### src/rtl/tempo_pkg.sv
// Shared types and tempo helpers for the step sequencer.
package tempo_pkg;

   typedef enum logic [1:0] {
      IDLE  = 2'd0,
      RUN   = 2'd1,
      PAUSE = 2'd2,
      DONE  = 2'd3
   } state_e;

   localparam int unsigned NUM_PRESETS = 8;

   // Tempo presets in BPM, ascending, so entry 0 has the longest period.
   localparam int unsigned BPM_TABLE [NUM_PRESETS] = '{40, 60, 80, 100, 120, 140, 180, 220};

   // Cycles per beat, floor((clk_hz*60)/bpm); 64-bit math avoids overflow at high clock rates.
   function automatic int unsigned period(input int unsigned clk_hz, input int unsigned bpm);
      longint unsigned p;
      p = (64'(clk_hz) * 64'd60) / 64'(bpm);
      return 32'(p);
   endfunction

   // Bits needed to hold values 0..v-1, never less than one.
   function automatic int unsigned cnt_width(input int unsigned v);
      return (v > 32'd1) ? 32'($clog2(v)) : 32'd1;
   endfunction

endpackage

### src/rtl/tempo_divider.sv
// Reloading down-counter that produces one tick per tempo period.
module tempo_divider
   import tempo_pkg::*;
#(
   parameter int unsigned CLK_HZ = 50000000
) (
   input  logic       clk,
   input  logic       resetn,
   input  logic [2:0] speed,
   input  logic       run,
   input  logic       clear,
   output logic       tick
);

   localparam int unsigned CNT_W = cnt_width(period(CLK_HZ, BPM_TABLE[0]));

   logic [CNT_W-1:0] reload_tbl [NUM_PRESETS];
   logic [CNT_W-1:0] count_q;
   logic [CNT_W-1:0] count_d;

   // Elaboration-time reload values, one per preset.
   for (genvar g = 0; g < NUM_PRESETS; g++) begin : g_reload
      assign reload_tbl[g] = CNT_W'(period(CLK_HZ, BPM_TABLE[g]) - 32'd1);
   end

   assign tick = run && (count_q == '0);

   // Count down while running; speed is only sampled at the reload.
   always_comb begin
      count_d = count_q;
      if (clear) begin
         count_d = '0;
      end else if (run) begin
         count_d = (count_q == '0) ? reload_tbl[speed] : count_q - CNT_W'(1);
      end
   end

   // Counter register.
   always_ff @(posedge clk) begin
      if (!resetn) count_q <= '0;
      else         count_q <= count_d;
   end

endmodule

### src/rtl/tempo_step_sequencer.sv
// Beat generator and step-address sequencer with start/pause/stop, looping and metronome LED.
module tempo_step_sequencer
   import tempo_pkg::*;
#(
   parameter  int unsigned CLK_HZ        = 50000000,
   parameter  int unsigned ADDR_W        = 6,
   parameter  int unsigned BEATS_PER_BAR = 4,
   parameter  int unsigned LED_HOLD      = 10000,
   localparam int unsigned BEAT_W        = cnt_width(BEATS_PER_BAR)
) (
   input  logic              clk,
   input  logic              resetn,
   input  logic              start,
   input  logic              pause,
   input  logic              stop,
   input  logic              loop_en,
   input  logic [2:0]        speed,
   input  logic [ADDR_W-1:0] last_addr,
   output logic              step,
   output logic [ADDR_W-1:0] addr,
   output logic [BEAT_W-1:0] beat_idx,
   output logic              bar_start,
   output logic              beat_led,
   output logic              busy,
   output logic              done
);

   localparam int unsigned HOLD_W = cnt_width(LED_HOLD);

   state_e            state_q, state_d;
   logic [ADDR_W-1:0] addr_q, addr_d;
   logic [BEAT_W-1:0] beat_q, beat_d;
   logic              led_q, led_d;
   logic [HOLD_W-1:0] hold_q, hold_d;

   logic tick;
   logic run_c;
   logic clear_c;
   logic load_c;
   logic at_end_c;

   assign at_end_c = (addr_q >= last_addr);

   tempo_divider #(
      .CLK_HZ (CLK_HZ)
   ) u_divider (
      .clk    (clk),
      .resetn (resetn),
      .speed  (speed),
      .run    (run_c),
      .clear  (clear_c),
      .tick   (tick)
   );

   // FSM state register.
   always_ff @(posedge clk) begin
      if (!resetn) state_q <= IDLE;
      else         state_q <= state_d;
   end

   // Next state: stop wins, start overrides pause, the final non-looping step ends the run.
   always_comb begin
      state_d = state_q;
      if (stop) begin
         state_d = IDLE;
      end else begin
         case (state_q)
            IDLE, DONE: if (start) state_d = RUN;
            RUN: begin
               if (tick && at_end_c && !loop_en) state_d = DONE;
               else if (pause && !start)         state_d = PAUSE;
            end
            PAUSE:      if (start) state_d = RUN;
            default:    state_d = IDLE;
         endcase
      end
   end

   // FSM outputs; the divider is held at zero outside RUN/PAUSE so a fresh start steps at once.
   always_comb begin
      run_c     = (state_q == RUN);
      busy      = (state_q == RUN) || (state_q == PAUSE);
      done      = (state_q == DONE);
      clear_c   = stop || (state_q == IDLE) || (state_q == DONE);
      load_c    = !stop && start && ((state_q == IDLE) || (state_q == DONE));
      step      = tick;
      bar_start = tick && (beat_q == '0);
   end

   // Address and bar position advance on each step; beat position ignores the address wrap.
   always_comb begin
      addr_d = addr_q;
      beat_d = beat_q;
      if (stop || load_c) begin
         addr_d = '0;
         beat_d = '0;
      end else if (tick) begin
         if (!at_end_c)    addr_d = addr_q + ADDR_W'(1);
         else if (loop_en) addr_d = '0;
         beat_d = (beat_q == BEAT_W'(BEATS_PER_BAR - 1)) ? '0 : beat_q + BEAT_W'(1);
      end
   end

   // LED hold: restarted by every step, keeps counting through PAUSE, cleared by stop.
   always_comb begin
      led_d  = led_q;
      hold_d = hold_q;
      if (stop) begin
         led_d  = 1'b0;
         hold_d = '0;
      end else if (tick) begin
         led_d  = 1'b1;
         hold_d = HOLD_W'(LED_HOLD - 1);
      end else if (led_q) begin
         if (hold_q == '0) led_d  = 1'b0;
         else              hold_d = hold_q - HOLD_W'(1);
      end
   end

   // Datapath registers.
   always_ff @(posedge clk) begin
      if (!resetn) begin
         addr_q <= '0;
         beat_q <= '0;
         led_q  <= 1'b0;
         hold_q <= '0;
      end else begin
         addr_q <= addr_d;
         beat_q <= beat_d;
         led_q  <= led_d;
         hold_q <= hold_d;
      end
   end

   assign addr     = addr_q;
   assign beat_idx = beat_q;
   assign beat_led = led_q;

endmodule

### config.mk
export PLATFORM = sky130hd
export DESIGN_NAME = tempo_step_sequencer
export DESIGN_NICKNAME = d
export VERILOG_FILES = /design/src/rtl/tempo_pkg.sv /design/src/rtl/tempo_divider.sv /design/src/rtl/tempo_step_sequencer.sv
export SDC_FILE = /design/constraint.sdc
export NUM_CORES = 1
export LEC_CHECK = 0
export CAP_MARGIN = 20
export CORE_MARGIN = 10
export CORE_UTILIZATION = 45
export DETAILED_ROUTE_END_ITERATION = 7
export GPL_TIMING_DRIVEN = 0
export HOLD_SLACK_MARGIN = 0.06
export SYNTH_ARGS = -nofsm -noshare
export SYNTH_HDL_FRONTEND = slang
export SYNTH_SLANG_ARGS = --single-unit
### constraint.sdc
create_clock -name clk -period 3.6 [get_ports clk]
set_clock_uncertainty 0.1 [all_clocks]
set_input_delay 0.9 -clock clk [delete_from_list [all_inputs] [get_ports clk]]
set_output_delay 0.9 -clock clk [all_outputs]
set_load 0.005 [all_outputs]
==> results of run 1 <==
-- per-layer routing --
metal / vias to the layer above / wire [um] / track usage
li1: 1591 / - / -
met1: 1501 / 4360 / 0.217
met2: 108 / 3940 / 0.254
met3: 17 / 463 / 0.0301
met4: 0 / 182 / 0.0559
met5: - / 0 / 0
-- per-stage QoR --
stage                     setup TNS [ns]  power, W
after CTS                        -0.0997   0.00130
after detailed placement          -0.655  0.000801
after global routing             -0.0809   0.00134
after floorplan                        0  0.000730
final                            -0.0324   0.00129
after global placement             -1.05  0.000800
-- area by class of cell --
cell class	count	area [um^2]	share of cell area
multi-input combinational	312	2050	0.530
sequential	52	1050	0.270
timing repair buffer	36	335	0.0866
tap	96	120	0.0310
inverter	26	103	0.0265
buffer	17	76.3	0.0197
clock buffer	5	68.8	0.0178
clock inverter	3	68.8	0.0178
-- sequential cells by signal (all words and copies together), names as in the netlist --
register	count
u_divider.count_q	27
hold_q	14
addr	6
beat_idx	2
state_q	2
beat_led	1
-- critical path, delay by kind of cell (launching register included) --
family        cells  cell delay (ns)
buf+inv           4             0.39
flops             1             0.33
simple gates      4             1.58
-- report_power, final --
group          leakage [nW]  internal [W]  total, W  switching, W
clock network        0.0687      0.000280  0.000488      0.000208
registers             0.421      0.000581  0.000587    0.00000592
logic                 0.999     0.0000868  0.000215      0.000128
-- kinds of logic after synthesis --
logic type | synth area share
flip-flops | 0.321
multiplexers | 0.0316
adder cells (fa/ha/maj) | 0.0848
AO/OA/AOI/OAI | 0.219
buffers and inverters | 0.0539
XOR/XNOR | 0.0243
AND/OR/NAND/NOR | 0.266
-- cells in the final DEF, fill, tap and decap left out, types with 3 or more instances in the layout --
master,n
a211oi_1,4
a21o_1,5
a21oi_1,33
a311o_1,4
a31oi_1,13
and2_1,5
and3_1,4
buf_2,4
buf_4,9
buf_6,3
clkbuf_1,11
clkbuf_8,5
clkdlybuf4s50_1,24
dfxtp_1,49
ha_1,22
inv_1,25
mux2i_1,8
nand2_1,41
nand2b_1,6
nand3_1,16
nand4_1,6
nand4b_1,4
nor2_1,17
nor2b_1,5
nor3_1,15
nor4_1,5
o21a_1,3
o21ai_0,21
o22ai_1,6
o31ai_1,12
or3_1,9
or4_1,9
or4_4,3
xor2_1,8
-- final timing paths --
check        cells past startpoint                   from                    end
max reg2reg                      9  u_divider.count_q[12]   u_divider.count_q[5]
min                              2  u_divider.count_q[13]  u_divider.count_q[13]
max                              8  u_divider.count_q[12]              bar_start
min reg2reg                      2  u_divider.count_q[13]  u_divider.count_q[13]
-- repair_timing --
item                                    CTS  global route
endpoints found under the setup margin    2             2
pin swaps                                 1             3
hold endpoints to repair                  0             0
gates resized for setup                  10            12
buffers inserted                          7             3
==> flow_metrics.env, run 1 <==
export IMPL_slowest_stage="or4_4"
export IMPL_die_area_um2=11000
export IMPL_p_leak_nw=1.49
export IMPL_antenna_found_initial=0
export IMPL_synthTopCellsByArea="dfxtp_1 32%, ha_1 8.5%, a21oi_1 5.1%"
export IMPL_wl_per_cell_um=16.3
export IMPL_ys_flop_type="dfxtp_1"
export IMPL_grt_pass1_wl_um=15200
export IMPL_ys_seq_elements=52
export IMPL_max_stage_delay_ns=0.58
export IMPL_drc=0
export IMPL_async_flop_share=0
export IMPL_status="finished with violations"
export IMPL_syn_cell_area_um2=3250
export IMPL_min_period_ns=3.63
export IMPL_drt_iter0_drc=198
export IMPL_worstSkewPairLatency_ns=0.31
export IMPL_timing_max_cap_violations=0
export IMPL_core_area_um2=6910
export IMPL_grt_pass1_vias=3023
export IMPL_clkTransAtPathRegs_ns=0.10
export IMPL_cp_start_kind="flop"
export IMPL_clockBufferDepth=2
export IMPL_crit_type="reg2out"
export IMPL_yosys_warnings=0
export IMPL_cellPowerDensity_nw_per_um2=333
export IMPL_nNetsFinal=487
export IMPL_clock_fmax_ghz=0.275
export IMPL_cp_data_required_time_ns=2.60
export IMPL_synth_most_common_cell="dfxtp_1"
export IMPL_htreeDepth=2
export IMPL_maxSlewHeadroom=0.275
export IMPL_finalHoldViolCount=0
export IMPL_die_w_um=105
export IMPL_via_per_inst=5.88
export IMPL_dp_hpwl_um=6550
export IMPL_synth_top_cell_by_area="dfxtp_1"
export IMPL_postRouteAntennaNets=0
export IMPL_clockRootBuffer="clkbuf_8"
export IMPL_grt_use_total=0.162
export IMPL_place_area_um2=3630
export IMPL_final_util=0.561
export IMPL_num_vias=3217
export IMPL_netlist_cell_type_count=51
export IMPL_dp_cells=531
export IMPL_slew_violations=0
export IMPL_pre_cts_slack_ns=-0.387
export IMPL_port_buffer_count=26
export IMPL_grt_max_degree=18
export IMPL_finalCritPeriodShare=1.01
export IMPL_cts_tree="built"
export IMPL_fill_cells=696
export IMPL_area_delta_synth_final_pct=19.3
export IMPL_routed_wirelength_um=8940
export IMPL_diodes=0
export IMPL_holdWs_ns=0.388
export IMPL_timing_final_ws_setup_ns=-0.0324
export IMPL_ir_drop_mv=0.185
export IMPL_path_common_cell="buf_6"
export IMPL_layout_drive_gt1_share=0.104
export IMPL_reg2reg_slack_ns=0.56
export IMPL_gp_congestion=0.981
export IMPL_die_height_um=105
export IMPL_overflow=0
export IMPL_start_util=0.470
export IMPL_first_pass_iters=7
export IMPL_rsz0062_at_grt="true"
export IMPL_hold_path_class="reg2reg"
export IMPL_final_area_um2=3870
export IMPL_end_kind="output pin"
export IMPL_netlist_instances=409
export IMPL_clkSinkCount=52
export IMPL_setup_viol_count_final=1
export IMPL_netlist_area_leader_share=0.321
export IMPL_synth_edff_count=0
export IMPL_violations="negative setup slack"
export IMPL_yosysSeqAreaShare=0.321
export IMPL_postCtsHoldBufs=0
export IMPL_worst_path_max_fanout=5
export IMPL_post_layout_nonfiller_instances=547
export IMPL_pin_count=28
export IMPL_synth_nets=446
export IMPL_crit_chain="or4_4, buf_6, or3_4, or4_4, clkinv_4, buf_6, and2_4, buf_6"
export IMPL_avgSynthCellArea_um2=7.94
export IMPL_rows=30
export IMPL_arrival_ns=2.63
export IMPL_cts_buffers=5
export IMPL_ys_top_cells_by_count="52 x dfxtp_1, 41 x nand2_1, 33 x a21oi_1, 25 x inv_1, 22 x ha_1"
export IMPL_max_slew_worst_pin_slew_ns=1.07
Power figures use the tool's default switching activity.
==> inputs of run 2 (changes only) <==
Settings changed: GPL_ROUTABILITY_DRIVEN from default to 0.
==> results of run 2 <==
No change in the layout: final DEF, timing and power equal those of run 1.
==> inputs of run 3 (changes only) <==
--- a/config.mk
+++ b/config.mk
@@ -8,9 +8,10 @@
 export CAP_MARGIN = 20
 export CORE_MARGIN = 10
-export CORE_UTILIZATION = 45
+export CORE_UTILIZATION = 58
 export DETAILED_ROUTE_END_ITERATION = 7
 export GPL_ROUTABILITY_DRIVEN = 0
 export GPL_TIMING_DRIVEN = 0
 export HOLD_SLACK_MARGIN = 0.06
+export PLACE_DENSITY = 0.8
 export SYNTH_ARGS = -nofsm -noshare
 export SYNTH_HDL_FRONTEND = slang
==> constraint.sdc (replaced) <==
create_clock -name clk -period 3.6 [get_ports clk]
set_clock_uncertainty 0.1 [all_clocks]
set_input_delay 0.9 -clock clk [delete_from_list [all_inputs] [get_ports clk]]
set_output_delay 0.9 -clock clk [all_outputs]
set_load 0.02 [all_outputs]
==> flow_metrics.env, run 3 (synthesized netlist as in run 1, its figures left out) <==
export IMPL_status="finished, final reports clean"
export IMPL_tns_ns=0
export IMPL_final_common_cell="dfxtp_1"
export IMPL_timing_max_cap_violations=0
export IMPL_min_period_ns=3.55
export IMPL_setup_viol_count_final=0
export IMPL_max_stage_delay_ns=0.51
export IMPL_diodes=0
export IMPL_worstSkewPairLatency_ns=0.31
export IMPL_grt_max_degree=17
export IMPL_finalCritPeriodShare=0.986
export IMPL_reg2reg_depth=8
export IMPL_place_area_um2=3600
export IMPL_arrival_ns=2.55
export IMPL_routed_wirelength_um=8520
export IMPL_first_pass_iters=5
export IMPL_die_area_um2=8990
export IMPL_crit_type="reg2out"
export IMPL_wl_per_cell_um=16.5
export IMPL_cts_buffers=5
export IMPL_grt_pass1_vias=2964
export IMPL_min_to="u_divider.count_q[13]"
export IMPL_drt_iter0_drc=291
export IMPL_post_layout_nonfiller_instances=516
export IMPL_maxSlewHeadroom=0.344
export IMPL_grt_use_total=0.191
export IMPL_pre_cts_slack_ns=-0.433
export IMPL_nNetsFinal=480
export IMPL_cts_tree="built"
export IMPL_p_leak_nw=1.43
export IMPL_rsz0062_at_grt="true"
export IMPL_via_per_inst=6.21
export IMPL_cellPowerDensity_nw_per_um2=304
export IMPL_postCtsHoldBufs=0
export IMPL_num_vias=3203
export IMPL_area_delta_synth_final_pct=13.9
export IMPL_final_area_um2=3700
export IMPL_start_util=0.593
export IMPL_slew_violations=0
export IMPL_reg2reg_slack_ns=0.64
export IMPL_overflow=0
export IMPL_crit_chain="or4_1, buf_2, or3_4, or4_4, clkinv_2, and2_1, buf_4"
export IMPL_clkTransAtPathRegs_ns=0.09
export IMPL_dp_hpwl_um=6380
export IMPL_hp_start="u_divider.count_q[13]"
export IMPL_grt_pass1_wl_um=14000
export IMPL_mostFrequentLayoutCells="52 x dfxtp_1, 41 x nand2_1, 33 x a21oi_1"
export IMPL_whs_path_depth=2
export IMPL_cp_data_required_time_ns=2.60
export IMPL_die_w_um=94.8
export IMPL_clockRootBuffer="clkbuf_8"
export IMPL_pin_count=28
export IMPL_rows=27
export IMPL_worst_path_max_fanout=6
export IMPL_finalHoldViolCount=0
export IMPL_max_slew_worst_pin_slew_ns=0.971
export IMPL_drc=0
export IMPL_end_kind="output pin"
export IMPL_clock_fmax_ghz=0.282
export IMPL_report_power_total_w=0.00113
export IMPL_clkSinkCount=52
export IMPL_r2r_start="u_divider.count_q[12]"
export IMPL_r2r_end="u_divider.count_q[5]"
export IMPL_regMostFlops="u_divider.count_q"
export IMPL_layout_drive_gt1_share=0.0743
export IMPL_core_area_um2=5470
export IMPL_port_buffer_count=26
export IMPL_postRouteAntennaNets=0
export IMPL_htreeDepth=2
export IMPL_die_height_um=94.8
export IMPL_ir_drop_mv=0.166
export IMPL_hold_path_class="reg2reg"
export IMPL_dp_cells=508
export IMPL_slowest_stage="or4_1"
export IMPL_timing_final_ws_setup_ns=0.0487
export IMPL_antenna_found_initial=0
export IMPL_cp_start_kind="flop"
export IMPL_clockBufferDepth=2
export IMPL_largest_reg_flops=27
run 3: cell types whose count changed in the layout (fill, tap and decap cells not counted), moves of 2 or more:
cell / previous run / this run
or4_1: 9 / 11
or4_4: 3 / 1
bufinv_16: 2 / 0
dfxtp_1: 49 / 52
buf_6: 3 / 0
buf_4: 9 / 3
clkinv_2: 0 / 3
buf_2: 4 / 7
dfxtp_2: 2 / 0
run 3: layout make-up:
cell class | instances | area [um^2]
plain buffers | 17 | 70.1
clock buffers | 5 | 68.8
clock inverters | 3 | 18.8
fillers | 466 | 1770
inverters | 26 | 98.8
multi-input cells | 312 | 2040
flip-flops and latches | 52 | 1040
well taps | 72 | 90.1
repair buffers | 29 | 273
run 3: where the power goes:
group / switching (W) / internal, W / total (W)
Clock: 0.000194 / 0.000136 / 0.000329
Combinational: 0.000128 / 0.0000803 / 0.000209
Sequential: 0.00000632 / 0.000581 / 0.000588
Total: 0.000328 / 0.000797 / 0.00113
run 3: timing repair:
| item | 4_1_cts | 5_1_grt |
|---|---|---|
| resized for setup | 10 | 2 |
| setup buffers | 2 | 0 |
| setup endpoints to repair | 2 | 2 |
| pin swaps | 1 | 0 |
run 3: routing by layer:
| layer | GRT usage | vias to the layer above | wire [um] | part of all wire |
|---|---|---|---|---|
| met1 | 0.237 | 1462 | 3690 | 0.43 |
| met3 | 0.0460 | 15 | 862 | 0.10 |
| met4 | 0.0773 | 0 | 158 | 0.019 |
| met5 | 0 | - | 0 | 0 |
| met2 | 0.311 | 152 | 3820 | 0.45 |
| li1 | - | 1574 | - | - |
run 3: worst max path at each step:
stage,start,endpoint,slack (ns),cells after the start
floorplan,u_divider.count_q[12],bar_start,0.18,7
global placement,u_divider.count_q[12],bar_start,-0.43,8
detailed placement,u_divider.count_q[12],bar_start,-0.43,8
CTS,u_divider.count_q[12],bar_start,0.03,7
global route,u_divider.count_q[12],bar_start,-0.05,7
finish,u_divider.count_q[12],bar_start,0.05,7
run 3: worst max-delay path: cells and delay by family, from the launching register on:
kind                   cells  cell delay, ns
flip-flops                 1            0.34
AND/OR/NAND/NOR            4            1.49
buffers and inverters      3            0.40
run 3: stage by stage:
stage | utilization | hold slack, ns
floorplan | - | 0.341
global placement | 0.657 | 0.353
detailed placement | 0.658 | 0.363
CTS | 0.677 | 0.381
global route | 0.676 | 0.406
finish | 0.676 | 0.378
